===== src/rtl/serial_subtractor_pkg.sv =====
// serial_subtractor_pkg: shared FSM state encoding for the serial subtractor
package serial_subtractor_pkg;
    localparam int STATE_W = 2;
    typedef enum logic [STATE_W-1:0] {
        ST_IDLE  = 2'd0,
        ST_SHIFT = 2'd1,
        ST_DONE  = 2'd2
    } state_t;
endpackage


===== src/rtl/serial_subtractor_if.sv =====
// serial_subtractor_if: start/ready/done handshake and operand/result bus
interface serial_subtractor_if #(parameter int WIDTH = 4);
    logic             start;
    logic [WIDTH-1:0] a;
    logic [WIDTH-1:0] b;
    logic             bin;
    logic             ready;
    logic             busy;
    logic [WIDTH-1:0] diff;
    logic             bout;
    logic             done;
    modport master (output start, a, b, bin, input ready, busy, diff, bout, done);
    modport slave  (input start, a, b, bin, output ready, busy, diff, bout, done);
endinterface


===== src/rtl/serial_subtractor_full_subtractor.sv =====
// full_subtractor: one-bit x - y - bi with borrow-out
module full_subtractor (
    input  logic x,
    input  logic y,
    input  logic bi,
    output logic d,
    output logic bo
);
    assign d  = x ^ y ^ bi;
    assign bo = (~x & y) | (~(x ^ y) & bi);
endmodule


===== src/rtl/serial_subtractor.sv =====
// serial_subtractor: bit-serial a - b - bin, LSB first, one bit per clock
module serial_subtractor
    import serial_subtractor_pkg::*;
#(
    parameter int WIDTH = 4,
    parameter int CNT_W = $clog2(WIDTH + 1)
) (
    input logic clk,
    input logic rst_n,
    serial_subtractor_if.slave io
);
    localparam logic [CNT_W-1:0] LAST = CNT_W'(WIDTH - 1);
    state_t           state;
    logic [WIDTH-1:0] sa, sb, sr, diff;
    logic [CNT_W-1:0] cnt;
    logic             br, bout, done, d, bo;
    full_subtractor u_fs (.x(sa[0]), .y(sb[0]), .bi(br), .d(d), .bo(bo));
    assign io.ready = state == ST_IDLE;
    assign io.busy  = state != ST_IDLE;
    assign io.diff  = diff;
    assign io.bout  = bout;
    assign io.done  = done;
    always_ff @(posedge clk or negedge rst_n) begin
        if (!rst_n) begin
            state <= ST_IDLE;
            sa    <= '0;
            sb    <= '0;
            sr    <= '0;
            br    <= 1'b0;
            cnt   <= '0;
            diff  <= '0;
            bout  <= 1'b0;
            done  <= 1'b0;
        end else begin
            case (state)
                ST_IDLE: if (io.start) begin
                    sa    <= io.a;
                    sb    <= io.b;
                    br    <= io.bin;
                    cnt   <= '0;
                    state <= ST_SHIFT;
                end
                ST_SHIFT: begin
                    sa  <= sa >> 1;
                    sb  <= sb >> 1;
                    sr  <= {d, sr[WIDTH-1:1]};
                    br  <= bo;
                    cnt <= cnt + 1'b1;
                    if (cnt == LAST) begin
                        diff  <= {d, sr[WIDTH-1:1]};
                        bout  <= bo;
                        done  <= 1'b1;
                        state <= ST_DONE;
                    end
                end
                ST_DONE: begin
                    done  <= 1'b0;
                    state <= ST_IDLE;
                end
                default: state <= ST_IDLE;
            endcase
        end
    end
endmodule


===== src/flat_wrapper.sv =====
// flat-port wrapper written by rule: the top's interface ports become plain ports
module serial_subtractor_flat import serial_subtractor_pkg::*;
#(
    parameter int WIDTH = 4,
    parameter int CNT_W = $clog2(WIDTH + 1)
)
  (clk, rst_n, io_start, io_a, io_b, io_bin, io_ready, io_busy, io_diff, io_bout, io_done);
  serial_subtractor_if #(.WIDTH(WIDTH)) io_i ();
  input logic clk;
  input logic rst_n;
  input wire logic [$bits(io_i.start)-1:0] io_start;
  input wire logic [$bits(io_i.a)-1:0] io_a;
  input wire logic [$bits(io_i.b)-1:0] io_b;
  input wire logic [$bits(io_i.bin)-1:0] io_bin;
  output wire logic [$bits(io_i.ready)-1:0] io_ready;
  output wire logic [$bits(io_i.busy)-1:0] io_busy;
  output wire logic [$bits(io_i.diff)-1:0] io_diff;
  output wire logic [$bits(io_i.bout)-1:0] io_bout;
  output wire logic [$bits(io_i.done)-1:0] io_done;
  assign io_i.start = io_start;
  assign io_i.a = io_a;
  assign io_i.b = io_b;
  assign io_i.bin = io_bin;
  assign io_ready = io_i.ready;
  assign io_busy = io_i.busy;
  assign io_diff = io_i.diff;
  assign io_bout = io_i.bout;
  assign io_done = io_i.done;
  serial_subtractor #(.WIDTH(WIDTH), .CNT_W(CNT_W)) u_core (.clk(clk), .rst_n(rst_n), .io(io_i));
endmodule

===== config.mk =====
export PLATFORM = sky130hd
export DESIGN_NAME = serial_subtractor_flat
export DESIGN_NICKNAME = d
export VERILOG_FILES = /design/src/rtl/serial_subtractor_pkg.sv /design/src/rtl/serial_subtractor_if.sv /design/src/rtl/serial_subtractor_full_subtractor.sv /design/src/rtl/serial_subtractor.sv /design/src/flat_wrapper.sv
export SDC_FILE = /design/constraint.sdc
export NUM_CORES = 1
export LEC_CHECK = 0
export ABC_AREA = 1
export BUFFER_PORTS_ARGS = -buffer_cell sky130_fd_sc_hd__buf_2
export CAP_MARGIN = 10
export CORE_MARGIN = 2
export CORE_UTILIZATION = 57
export DETAILED_ROUTE_END_ITERATION = 10
export HOLD_SLACK_MARGIN = 0.02
export PLACE_DENSITY = 0.82
export SETUP_SLACK_MARGIN = 0.1
export SLEW_MARGIN = 20
export SYNTH_ARGS = -nofsm -noshare
export SYNTH_HDL_FRONTEND = slang
export SYNTH_SLANG_ARGS = --single-unit

===== constraint.sdc =====
create_clock -name clk -period 3.2 [get_ports clk]
set_input_delay 0.32 -clock clk [delete_from_list [all_inputs] [get_ports clk]]
set_output_delay 0.32 -clock clk [all_outputs]
set_load 0.01 [all_outputs]

### Yosys cells after proc, flatten, opt, wreduce, memory -nomap -nowiden

Cells that the tools add are included.

* flip-flop bits (word level): 24
* bits of input ports: 12
* output and inout bits: 8
* word-level logic and storage cells: 43

* add/sub/neg operators: 1
* equal/unequal tests: 5
* multiplexer cells: 13
* bitwise operators: 7
* reductions and logical operators: 8

Operator list (number)
* $pmux W4 S2: 2
* $mux W4: 2
* $reduce_and A2 Y1: 4
* $pmux W3 S2: 1
* $reduce_bool A2 Y1: 3
* $mux W2: 2
* $pmux W1 S2: 2
* $pmux W2 S2: 1
* $add A3 B1 Y3 const B: 1
* $eq A3 B2 Y1 const B: 1
* $mux W3: 1
* $and A1 B1 Y1: 2
* $eq A2 B1 Y1 const B: 1
* $eq A2 B2 Y1 const B: 1
* $logic_not A2 Y1: 1
* $mux W1: 2
* $ne A2 B1 Y1 const B: 1
* $ne A2 B2 Y1 const B: 1
* $not A1 Y1: 2
* $xor A1 B1 Y1: 2
* $or A1 B1 Y1: 1

### Longest topological paths before layout

Gate-level depths: netlist of the first run.

* word-level depth: 5
* gate-level depth with buffers: 6
* mapped depth without buffers: 6

### Hierarchy

From an unflattened synthesis of the first run, not the netlist that was laid out.

* cell total of the unflattened synthesis: 126
* area, all modules: 1047.3 sq um

Modules (own cells, without submodules)
* serial_subtractor: times used 1, cells each 122, area an instance 1016.0 sq um, sequential area each 575.6 sq um
* full_subtractor: times used 1, cells each 4, area an instance 31.3 sq um, sequential area each 0.0 sq um

### Least setup slack after synthesis of the first run

No wires, ideal clock.

* path type: reg2out
* from: register u_core.state[0]
* to: output io_busy
* arrival time: 0.946 ns
* data required time: 2.880 ns
* setup slack: 1.934 ns
* cell stages (with the launch flop): 4
* buffers on the path: 1
* cell sequence: dfrtp_1 -> buf_2 -> nor2_1 -> inv_1

* word-level cells in the longest chain between the ends: 1

Ends and longest elaborated chain
* from (decl): RTL line serial_subtractor.sv:13 `state_t state;`
* from (signal assigned): RTL line serial_subtractor.sv:25 `state <= ST_IDLE;`
* from (signal assigned): RTL line serial_subtractor.sv:41 `state <= ST_SHIFT;`
* from (signal assigned): RTL line serial_subtractor.sv:53 `state <= ST_DONE;`
* $reduce_bool A2 Y1: RTL line serial_subtractor.sv:19 `assign io.busy = state != ST_IDLE;`
* to (decl): RTL line flat_wrapper.sv:16 `output wire logic [$bits(io_i.busy)-1:0] io_busy;`

No other way between the ends.

### Worst setup path in the final report of the first run

Same ends and word-level chain as after synthesis.

==> flow_summary.ini, run 1 <==
[hold_path]
hp-class = primary input to flip-flop
min_from = io_a[3]
hold_path_depth = 3
hold_path_end = u_core.sa[3]

[grt]
grtUsageMet2_pct = 33.7
gr-total-overflow = 0
antenna_found_initial = 0
grt_pass1_vias = 761
grt_max_degree = 24
grt_busiest_layer = met2
grt_pass1_wl_mm = 3.14
grt.met1_usage_pct = 26.7
track_usage_pct = 20.2
met3_usage_pct = 3.46

[yosys]
synth_area_leader_cell = dfrtp_1
ys_seq_elements = 23
syn_area_um2 = 1060
yosysUniqueCellTypes = 14
synthTopCellsByArea = dfrtp_1 55%, nand2_1 16%, inv_1 8.2%
synth.top_cell.area_share_pct = 54.5
synth_warnings = 0
synth_nets = 140
avgSynthCellArea_um2 = 8.45
netlist_instances = 125
yosysSeqAreaShare_pct = 54.5

[final_layout]
diodes = 0
drive_gt1_share_pct = 19.2
syn_to_final_growth_pct = 13.2
nNetsFinal = 162
layout_common_cells = 45 x nand2_1, 23 x inv_1, 23 x dfrtp_1, 19 x buf_2, 10 x nand3_1
nFillCells = 158
final_common_cell = nand2_1

[worst_setup_path]
crit_fanout = 13
crit_path_start_kind = flip-flop
critPathCaptureType = output pin
timing.rr.start = u_core.state[0]
reg2reg_slack_ns = 1.66
r2r_cells = 4
crit_type = flip-flop to output pin
cp.required_ns = 2.88
timing.rr.end = u_core.br
cp.arrival_ns = 1.34

[clocking]
clkLatencyLatePin_ns = 0.30
clkTransAtPathRegs_ns = 0.12
h-tree-depth = 1
cts-resized-gates = 0
postCtsSetupBuffers = 0
postCtsHoldBufs = 1
root_buffer = clkbuf_4
clock-sinks = 23
cts_tree = done
clock_path_buffers = 2
cts_buffers = 3

[power]
p_total_mw = 1.14
leakage_nw = 0.685
p_int_mw = 0.658
p_sw_share_pct = 42.5
powerDensity_nw_per_um2 = 957
pwr-share-comb_pct = 44.4
switchingPower_mw = 0.486
seqPwrFrac_pct = 44.3
ir_drop_mv = 0.452
clock_power_share_pct = 11.3

[placement]
dpl.hpwl_mm = 1.35
io_buffers = 19
gp_congestion = 0.733

[route]
routedWlPerCell_um = 10.9
vias = 860
first_pass_iters = 4
ant_nets = 0
drt-initial-drc-count = 27
wl_mm = 1.86
drc = 0
viasPerCell = 5.03

[floorplan]
io_pins = 20
die_w_um = 47.0
num_rows = 15
chipHeight_um = 47.0
coreArea_um2 = 1730
floorplan.die_area_um2 = 2210
start_util_pct = 61.2

[timing]
post-route-period-util_pct = 52.0
min_period_ns = 1.66
skew_ns = 0.00448
slew_headroom_pct = 67.1
setup-violations-final = 0
fmax_ghz = 0.601
finalMaxSlewViolations = 0
tightest_slew_ns = 0.494
rsz0062_at_grt = false
finalHoldViolCount = 0
tns_ns = 0

[status]
status = finished, final reports clean

[run]
cap_violations = 0
==> critical path, stage by stage, from the launching register on <==
cell and delay, ns:
dfrtp_1 0.53, nor2_1 0.29, inv_1 0.07, buf_2 0.14
==> how the worst max path moves through the flow <==
stage	end	from	cells past startpoint
after floorplan	io_busy	u_core.state[0]	3
after global placement	u_core.io.diff[0]	u_core.cnt[0]	6
after detailed placement	u_core.br	u_core.state[0]	4
after CTS	io_busy	u_core.state[0]	3
after global routing	io_busy	u_core.state[0]	3
final	io_busy	u_core.state[0]	3
==> cell families (layout without fill, tap and decap cells) <==
family / Yosys count / after routing / share of synthesized area (%)
AO/OA/AOI/OAI: 14 / 14 / 8.41
flip-flops: 23 / 23 / 54.5
buffers and inverters: 26 / 47 / 10.4
adder cells (fa/ha/maj): 3 / 3 / 4.27
AND/OR/NAND/NOR: 59 / 59 / 22.4
==> synthesized netlist by cell type <==
library cell	instances
nand2_2	1
o21ai_2	5
inv_1	23
buf_2	1
a21oi_1	2
nand3_1	10
nand2_1	45
nor2_1	3
dfrtp_1	23
buf_4	1
fa_1	1
ha_1	2
buf_6	1
o21ai_0	7
==> metal layers <==
layer / up-vias / share of wire [%]
li1: 423 / -
met1: 409 / 46
met2: 24 / 49
met3: 4 / 3.7
met4: 0 / 1.3
met5: - / 0
==> layout make-up <==
type	count	area [um2]	share of cell area, %
Sequential cell	23	576	48.2
Multi-Input combinational cell	76	370	31.0
Timing Repair Buffer	20	105	8.80
Inverter	23	86.3	7.23
Tap cell	25	31.3	2.62
Clock buffer	4	26.3	2.20
==> metrics by stage <==
step	hold WS, ns	util (%)	setup WS, ns	cells	cell area (um2)
2_1_floorplan	0.0244	-	1.93	125	1060
3_3_place_gp	0.314	67.1	1.76	166	1160
3_5_place_dp	0.311	67.1	1.70	166	1160
4_1_cts	0.244	69.2	1.52	171	1190
5_1_grt	0.273	69.2	1.38	171	1190
6_report	0.247	69.2	1.54	171	1190
==> registers in the layout, summed over array words and instances (netlist names) <==
name and flops:
u_core.state 2, u_core.cnt 3, u_core.io.diff 4, u_core.io.done 1
u_core.sb 4, u_core.io.bout 1, u_core.br 1, u_core.sr 3
u_core.sa 4
==> power by group through the flow <==
stage	combinational [mW]	sequential (mW)	clock (mW)
after floorplan	0.393	0.501	0
after global placement	0.492	0.506	0
after detailed placement	0.510	0.514	0
after CTS	0.514	0.508	0.135
after global routing	0.594	0.526	0.147
final	0.507	0.507	0.129
No activity file was read; power rests on OpenSTA's default activity.
==> run 2: changes to the inputs <==
- CORE_UTILIZATION: 57 -> 48
- PLACE_DENSITY: 0.82 -> 0.73
- clock period: 3.2 -> 1.4 ns (I/O delays scaled with it)
==> run 2 against run 1 <==
  * Core utilization is 5.1 points lower
  * Power grew to 2.6 times the previous value
  * Cell count increased by 5.8%
  * Clock power increased to 2.5 times the previous value
  * Via count increased by 0.58%
==> flow_summary.ini, run 2 (same netlist as run 1, synthesis figures left out) <==
[power]
clock_power_share_pct = 11.0
seqPwrFrac_pct = 38.6
ir_drop_mv = 1.02
switchingPower_mw = 1.23
p_sw_share_pct = 41.9
powerDensity_nw_per_um2 = 2260
p_int_mw = 1.70
leakage_nw = 0.734
p_total_mw = 2.93
pwr-share-comb_pct = 50.4

[floorplan]
die_w_um = 50.9
chipHeight_um = 50.9
num_rows = 16
coreArea_um2 = 2020
io_pins = 20
floorplan.die_area_um2 = 2590
start_util_pct = 52.2

[placement]
gp_congestion = 0.736
dpl.hpwl_mm = 1.46
placed_cell_area_um2 = 1210
dp.cells = 173
io_buffers = 19

[worst_setup_path]
crit_path_start_kind = flip-flop
crit_path_cell_trace = buf_6, nor2_4, inv_1, buf_2
cp.required_ns = 1.26
crit_type = flip-flop to output pin
max_stage_delay_ns = 0.43
crit_slowest_cell = dfrtp_1
crit_fanout = 4
cp.arrival_ns = 1.15
critPathCaptureType = output pin
timing.rr.start = u_core.state[0]
critPathLaunch = u_core.state[0]

[grt]
track_usage_pct = 17.7
antenna_found_initial = 0
grt_pass1_vias = 787
grt_pass1_wl_mm = 3.42
grt_max_degree = 24
gr-total-overflow = 0

[clocking]
clock-sinks = 23
clock_path_buffers = 2
h-tree-depth = 1
cts_buffers = 3
clkLatencyLatePin_ns = 0.32
clkTransAtPathRegs_ns = 0.13
cts_tree = done
root_buffer = clkbuf_4

[hold_path]
hp-class = primary input to flip-flop
min_from = io_b[3]

[route]
vias = 865
drc = 0
viasPerCell = 4.78
wl_mm = 2.07
routedWlPerCell_um = 11.4
ant_nets = 0
drt-initial-drc-count = 7
first_pass_iters = 4

[final_layout]
syn_to_final_growth_pct = 22.7
stdcell_count = 181
layout_common_cells = 43 x nand2_1, 23 x inv_1, 23 x dfrtp_1, 19 x buf_2, 10 x nand3_1
top_regs = u_core.io.diff (4), u_core.sa (4), u_core.sb (4)
diodes = 0
nFillCells = 188
nNetsFinal = 170
final_cell_area_um2 = 1300
drive_gt1_share_pct = 27.3
final_common_cell = nand2_1

[timing]
finalMaxSlewViolations = 0
rsz0062_at_grt = true
fmax_ghz = 0.774
setup-violations-final = 0
min_period_ns = 1.29
finalHoldViolCount = 0
skew_ns = 0.00493
slew_headroom_pct = 66.3
tightest_slew_ns = 0.506
post-route-period-util_pct = 92.3
tns_ns = 0

[status]
status = finished, final reports clean

[run]
cap_violations = 0
-- run 2: cell types whose count changed in the layout (fill, tap and decap cells not counted), sizes merged --
| cell | before | now |
|---|---|---|
| buf | 19 | 27 |
| clkbuf | 4 | 3 |
| clkinv | 0 | 1 |
-- run 2: power groups by stage --
stage               combinational [mW]  clock (mW)  sequential (mW)
floorplan                        0.898           0             1.15
global placement                  1.30           0             1.13
detailed placement                1.35           0             1.14
CTS                               1.42       0.325             1.13
global route                      1.68       0.352             1.16
finish                            1.48       0.323             1.13
-- run 2: critical path: cells and delay by family (launching register included) --
kind,cells,cell delay [ns]
flip-flops,1,0.43
buffers and inverters,3,0.31
AND/OR/NAND/NOR,1,0.10
-- run 2: area by class of cell --
| cell class | count | area, um2 | area share (%) |
|---|---|---|---|
| timing repair buffer | 28 | 185 | 14.3 |
| clock buffer | 3 | 22.5 | 1.74 |
| sequential | 23 | 576 | 44.4 |
| multi-input combinational | 76 | 388 | 29.9 |
| inverter | 23 | 86.3 | 6.66 |
| clock inverter | 1 | 5.00 | 0.386 |
| tap | 27 | 33.8 | 2.61 |
-- run 2: layer usage --
| metal | share of wire (%) | GRT usage, % | up-vias |
|---|---|---|---|
| met3 | 5.1 | 2.63 | 2 |
| met1 | 43 | 23.4 | 397 |
| met5 | 0 | 0 | - |
| li1 | - | - | 434 |
| met2 | 51 | 30.1 | 32 |
| met4 | 0.68 | 5.41 | 0 |
-- run 2: through the flow --
step	hold slack, ns	setup slack, ns	util (%)
2_1_floorplan	-0.156	0.236	-
3_3_place_gp	0.136	0.193	59.9
3_5_place_dp	0.143	0.150	59.9
4_1_cts	0.0637	0.104	63.1
5_1_grt	0.0746	0.0680	64.1
6_report	0.0538	0.107	64.1
-- run 2: worst paths after layout --
check	depth (start not counted)	endpoint	slack, ns
setup reg to reg	5	u_core.sa[3]	0.17
max in group asynchronous	2	u_core.sr[3]	0.76
hold / removal	3	u_core.sb[3]	0.05
setup / recovery	4	io_busy	0.11
hold reg to reg	2	u_core.sa[1]	0.49
min in group asynchronous	2	u_core.sa[3]	0.30
-- run 2: what timing repair did --
| action | 4_1_cts | 5_1_grt |
|---|---|---|
| endpoints found under the setup margin | 2 | 18 |
| gates resized for setup | 3 | 6 |
| buffers inserted | 2 | 1 |
| pin swaps | 0 | 0 |
| hold endpoints to repair | 23 | 0 |
| hold buffers | 1 | 0 |
